## src/rtl/insn_encoder.sv

```systemverilog
// Instruction encoder: packs fields into 16-bit words and range-checks immediates, feeding an output FIFO.
// Define ENCODE_SATURATE_EN to clamp out-of-range immediates instead of dropping them.
module insn_encoder #(
    parameter int FIFO_DEPTH = 2
) (
    input  logic        clk,
    input  logic        reset,
    input  logic        in_valid,
    output logic        in_ready,
    input  logic [2:0]  in_opcode,
    input  logic [1:0]  in_op,
    input  logic [2:0]  in_rn,
    input  logic [2:0]  in_rd,
    input  logic [1:0]  in_sh,
    input  logic [2:0]  in_rm,
    input  logic [1:0]  in_fmt,
    input  logic [15:0] in_value,
    output logic [15:0] out_insn,
    output logic        out_valid,
    input  logic        out_ready,
    output logic        err,
    output logic [7:0]  err_count
);

    localparam int PTR_W = (FIFO_DEPTH > 1) ? $clog2(FIFO_DEPTH) : 1;
    localparam int CNT_W = PTR_W + 1;
    localparam logic [CNT_W-1:0] DEPTH_C = CNT_W'(FIFO_DEPTH);

    function automatic logic fits_imm8(input logic signed [15:0] v);
        return v[15:7] == {9{v[7]}};
    endfunction

    function automatic logic fits_imm5(input logic signed [15:0] v);
        return v[15:4] == {12{v[4]}};
    endfunction

    function automatic logic [7:0] sat_imm8(input logic signed [15:0] v);
        if (fits_imm8(v)) return v[7:0];
        return v[15] ? 8'h80 : 8'h7F;
    endfunction

    function automatic logic [4:0] sat_imm5(input logic signed [15:0] v);
        if (fits_imm5(v)) return v[4:0];
        return v[15] ? 5'h10 : 5'h0F;
    endfunction

    logic signed [15:0] value_s;
    logic [15:0]        enc_insn;
    logic               range_ok;
    logic               fmt_rsvd;
    logic               accept;
    logic               bad;
    logic               keep;
    logic               push;
    logic               pop;

    logic [PTR_W-1:0]   wr_ptr_q, wr_ptr_d;
    logic [PTR_W-1:0]   rd_ptr_q, rd_ptr_d;
    logic [CNT_W-1:0]   count_q, count_d;
    logic               err_q, err_d;
    logic [7:0]         err_count_q, err_count_d;
    logic [15:0]        mem_q [FIFO_DEPTH];
    logic [15:0]        mem_d [FIFO_DEPTH];

    assign value_s = in_value;

    always_comb begin
        enc_insn = {in_opcode, in_op, in_rn, 8'h00};
        range_ok = 1'b1;
        fmt_rsvd = 1'b0;
        case (in_fmt)
            2'd0: enc_insn[7:0] = {in_rd, in_sh, in_rm};
            2'd1: begin
                range_ok      = fits_imm8(value_s);
                enc_insn[7:0] = sat_imm8(value_s);
            end
            2'd2: begin
                range_ok      = fits_imm5(value_s);
                enc_insn[7:0] = {in_rd, sat_imm5(value_s)};
            end
            default: fmt_rsvd = 1'b1;
        endcase
    end

    assign in_ready  = (count_q < DEPTH_C);
    assign out_valid = (count_q != '0);
    assign out_insn  = out_valid ? mem_q[rd_ptr_q] : 16'h0000;
    assign err       = err_q;
    assign err_count = err_count_q;

    assign accept = in_valid && in_ready;
    assign bad    = fmt_rsvd || !range_ok;
`ifdef ENCODE_SATURATE_EN
    assign keep   = !fmt_rsvd;
`else
    assign keep   = !bad;
`endif
    // Rejected requests still complete the handshake; they just never occupy a slot.
    assign push   = accept && keep;
    assign pop    = out_valid && out_ready;

    always_comb begin
        wr_ptr_d    = wr_ptr_q;
        rd_ptr_d    = rd_ptr_q;
        count_d     = count_q;
        err_d       = accept && bad;
        err_count_d = err_count_q;
        mem_d       = mem_q;
        if (push) begin
            mem_d[wr_ptr_q] = enc_insn;
            wr_ptr_d        = wr_ptr_q + PTR_W'(1);
        end
        if (pop) begin
            rd_ptr_d = rd_ptr_q + PTR_W'(1);
        end
        case ({push, pop})
            2'b10:   count_d = count_q + CNT_W'(1);
            2'b01:   count_d = count_q - CNT_W'(1);
            default: count_d = count_q;
        endcase
        if (accept && bad && (err_count_q != 8'hFF)) begin
            err_count_d = err_count_q + 8'd1;
        end
    end

    always_ff @(posedge clk or posedge reset) begin
        if (reset) begin
            wr_ptr_q    <= '0;
            rd_ptr_q    <= '0;
            count_q     <= '0;
            err_q       <= 1'b0;
            err_count_q <= 8'h00;
        end else begin
            wr_ptr_q    <= wr_ptr_d;
            rd_ptr_q    <= rd_ptr_d;
            count_q     <= count_d;
            err_q       <= err_d;
            err_count_q <= err_count_d;
        end
    end

    // Storage needs no reset: out_insn is masked whenever the FIFO is empty.
    always_ff @(posedge clk) begin
        mem_q <= mem_d;
    end

endmodule

```

## config.mk

```make
export PLATFORM = sky130hd
export DESIGN_NAME = insn_encoder
export DESIGN_NICKNAME = d
export VERILOG_FILES = /design/src/rtl/insn_encoder.sv
export SDC_FILE = /design/constraint.sdc
export NUM_CORES = 1
export LEC_CHECK = 0
export BUFFER_PORTS_ARGS = -buffer_cell sky130_fd_sc_hd__buf_4
export CAP_MARGIN = 20
export CORE_MARGIN = 2
export CORE_UTILIZATION = 50
export DETAILED_ROUTE_END_ITERATION = 8
export GPL_ROUTABILITY_DRIVEN = 1
export MAX_ROUTING_LAYER = met4
export PLACE_DENSITY = 0.86
export RECOVER_POWER = 50
export SLEW_MARGIN = 10
export SYNTH_ARGS = -nofsm -noshare
export SYNTH_HDL_FRONTEND = slang
export SYNTH_SLANG_ARGS = --single-unit
```

## constraint.sdc

```tcl
create_clock -name clk -period 5.92 [get_ports clk]
set_clock_uncertainty 0.15 [all_clocks]
set_input_delay 0.296 -clock clk [delete_from_list [all_inputs] [get_ports clk]]
set_output_delay 0.296 -clock clk [all_outputs]
set_load 0.005 [all_outputs]
```

==> implementation parameters <==
Parameter                              Value

Outcome
  Outcome ... complete, no violations

Placed design
  IO buf count ... 64
  Post-detailed-placement half-perimeter wirelength ... 3.40 mm
  Setup WS pre-CTS ... 3.12 ns
  Placer congestion estimate ... 0.852
  DP Cell Count ... 299

Min path
  Worst Hold Depth ... 1
  Hold Path Class ... input pin to flip-flop

Clock tree
  Insertion delay to the later sink of the worst-skew pair ... 0.29 ns
  Number of buffers added for setup after CTS ... 0
  CTS H-tree lvls ... 2
  Clock slew seen by the registers of the worst setup and hold paths ... 0.08 ns
  # hold bufs at CTS ... 1
  Root buf cell ... sky130_fd_sc_hd__clkbuf_8
  Clock tree from TritonCTS ... yes
  CTS max path bufs ... 2
  Quantity of gates resized following cts ... 0
  Sinks on the clock net ... 45
  TritonCTS Buffers ... 5

Power
  Switching Share ... 0.305
  Fraction of power consumed by combinational cells ... 0.342
  Clk network pwr share ... 0.223
  Total net switching power ... 0.000321 W
  Power per unit of standard cell area ... 365 mW/mm^2
  Static Leakage ... 1.21 nW
  Worst ir drop on vdd ... 0.000174 V
  Sequential fraction of design power ... 0.435
  Cell internal power dissipation ... 0.000733 W

Synth
  Post-synth EDFFs ... 32
  Dominant cell type by area after synthesis ... sky130_fd_sc_hd__edfxtp_1
  Adder-cell share of the synthesized area ... 0.0332
  Synthesized-area fraction occupied by ao, oa, aoi and oai cells ... 0.109
  Ys flop type ... sky130_fd_sc_hd__edfxtp_1
  Share of async-settable or async-resettable flops after synthesis ... 0.289
  Number of synthesis warnings ... 0
  Sequential fraction of the synthesis area ... 0.569
  Synthesized netlist cell count ... 189
  Fraction of synthesized cell area taken by the top area cell type ... 0.425
  Cell types occupying the most area after synthesis ... sky130_fd_sc_hd__edfxtp_1, sky130_fd_sc_hd__dfrtp_1, sky130_fd_sc_hd__mux2i_1, sky130_fd_sc_hd__nor2_1, sky130_fd_sc_hd__xnor2_1
  Parity-gate share of the synthesized area counting xor and xnor cells ... 0.0426
  Share of synthesized area spent on multiplexers ... 0.0808
  Dominant combinational cell family by area after synthesis ... simple AND/OR/NAND/NOR gates
  Post-Synthesis Net Count ... 233
  Average footprint of a synthesized cell ... 12.0 um^2
  Area fraction in and, or, nand and nor cells after synthesis ... 0.141
  Post-Syn Area ... 0.00226 mm^2
  Number of library cell types mapped by synthesis ... 38
  Seq cells post-synth ... 45

Critical path
  Reg2reg setup slack ... 3.74 ns
  Type of destination of the critical path ... flip-flop
  Classification of the worst setup path ... input pin to flip-flop
  Worst Reg-to-Reg Cells ... 4
  Arrival time of data at the critical path endpoint ... 2.63 ns
  Largest fanout on the critical path ... 16
  Startpoint class of the critical path ... input pin
  Required time reported for the critical path endpoint ... 5.71 ns

Job
  Max-cap violations ... 0

Global route
  Vias in the first global route ... 1658
  First-pass GRT wire length ... 7.60 mm
  Total congestion overflow after global routing ... 0
  Largest net degree at the start of global routing ... 19
  Total global-route track usage ... 0.197
  Antenna violations before repair ... 0

Drt
  Final wirelength ... 4.59 mm
  DRC violations left ... 0
  1st-iter DRT viols ... 81
  Total number of vias ... 1616
  Router iterations before antenna repair ... 4
  Average wire per cell in the routed design ... 14.9 um
  Antenna Nets Post-Route ... 0
  Number of vias per cell after detailed routing ... 5.23

STA
  Slew of the pin with the lowest slew margin ... 1.41 ns
  Count of pins over their slew limit ... 0
  Worst slew slack as a fraction of its limit ... 0.0574
  Total count of hold-check failures in the final report ... 0
  Highest Clock Rate ... 351 MHz
  Setup repair after global routing missed its margin ... false
  Period utilization ... 0.481
  Endpoints failing setup ... 0
  Final critical path time including I/O delays and setup ... 2.85 ns
  Worst Setup Slack, final ... 3.07 ns
  Final TNS setup ... 0 ns

Finish
  Syn-to-layout area delta ... 27.9%
  Commonest cells after routing, fill and taps aside ... sky130_fd_sc_hd__buf_4, sky130_fd_sc_hd__edfxtp_1, sky130_fd_sc_hd__nor2_1
  Commonest non-fill, non-tap cell in the layout ... sky130_fd_sc_hd__buf_4
  Filler-free cell count of the finished design ... 309
  Net count of the finished layout ... 300
  Ant. Diodes ... 0
  Fraction of final layout cells with drive strength greater than 1 ... 0.300

Die
  DIE AREA ... 0.00507 mm^2
  Area of the placeable core ... 0.00435 mm^2
  Die Width ... 71.2 um
  Die outline height ... 71.2 um
  I/O pin cnt ... 65
  Starting Density ... 0.519
  Row Count ... 24
-- registers in the layout, indices dropped and copies added, names as in the netlist --
register and count:
count_q 2, err_count 8, err 1, rd_ptr_q 1
mem_q 32, wr_ptr_q 1
-- per-layer routing --
| layer | global-route usage | vias to the layer above | wire [um] |
|---|---|---|---|
| met4 | 0.0608 | 0 | 45 |
| li1 | - | 816 | - |
| met1 | 0.234 | 749 | 1920 |
| met3 | 0.0380 | 6 | 200 |
| met5 | - | - | 0 |
| met2 | 0.340 | 45 | 2430 |
-- metrics by stage --
stage | power, W | cell area (um^2) | hold slack [ns] | utilization
global placement | 0.000811 | 2790 | 0.203 | 0.641
detailed placement | 0.000830 | 2790 | 0.212 | 0.641
global route | 0.00111 | 2890 | 0.0469 | 0.664
CTS | 0.00106 | 2920 | 0.0326 | 0.670
finish | 0.00105 | 2890 | 0.0631 | 0.664
floorplan | 0.000640 | 2260 | 0.0230 | -
-- kinds of logic (layout without fill, tap and decap cells) --
group                    count (synthesis)  in the layout
multiplexers                            18             18
flip-flops                              45             45
adder cells (fa/ha/maj)                  6              6
AO/OA/AOI/OAI                           34             34
XOR/XNOR                                11             11
buffers and inverters                   14             82
AND/OR/NAND/NOR                         61             61
-- power groups by stage --
stage	sequential (W)	clock (W)	combinational [W]
3_5_place_dp	0.000465	0	0.000365
2_1_floorplan	0.000430	0	0.000210
4_1_cts	0.000458	0.000238	0.000368
6_report	0.000458	0.000235	0.000361
5_1_grt	0.000466	0.000250	0.000397
3_3_place_gp	0.000462	0	0.000348
-- cell usage after synthesis, types with 2 or more instances --
cell type,number
sky130_fd_sc_hd__nor2b_1,2
sky130_fd_sc_hd__and2_1,12
sky130_fd_sc_hd__dfrtp_1,13
sky130_fd_sc_hd__nor2_1,23
sky130_fd_sc_hd__and3_1,2
sky130_fd_sc_hd__a21oi_1,4
sky130_fd_sc_hd__inv_1,7
sky130_fd_sc_hd__nand3_1,3
sky130_fd_sc_hd__nand2_1,7
sky130_fd_sc_hd__edfxtp_1,32
sky130_fd_sc_hd__clkbuf_1,6
sky130_fd_sc_hd__o211ai_1,4
sky130_fd_sc_hd__o21ai_0,14
sky130_fd_sc_hd__ha_1,6
sky130_fd_sc_hd__xnor2_1,9
sky130_fd_sc_hd__nor4_1,2
sky130_fd_sc_hd__a31oi_1,5
sky130_fd_sc_hd__and4_1,2
sky130_fd_sc_hd__mux2i_1,16
sky130_fd_sc_hd__xor2_1,2
-- worst paths after layout --
kind                              start      endpoint
max reg2reg                  count_q[1]      mem_q[6]
min reg2reg                err_count[4]  err_count[4]
max in group asynchronous         reset      wr_ptr_q
min                            in_rn[1]      mem_q[9]
min in group asynchronous         reset  err_count[6]
max                           in_fmt[0]      mem_q[6]
-- cell type report --
type | instances | area, um^2
repair buffers | 67 | 494
flip-flops and latches | 45 | 1290
clock inverters | 1 | 30.0
well taps | 52 | 65.1
multi-input cells | 130 | 902
inverters | 7 | 26.3
clock buffers | 7 | 86.3
fillers | 337 | 1460
-- worst max-delay path, cell delays in order --
cell	delay [ns]
sky130_fd_sc_hd__clkbuf_1	0.13
sky130_fd_sc_hd__inv_1	0.08
sky130_fd_sc_hd__ha_1	0.29
sky130_fd_sc_hd__a221oi_1	1.19
sky130_fd_sc_hd__nor3_2	0.16
sky130_fd_sc_hd__and2_1	0.49
Note: power is estimated with default switching activity, not from simulation.
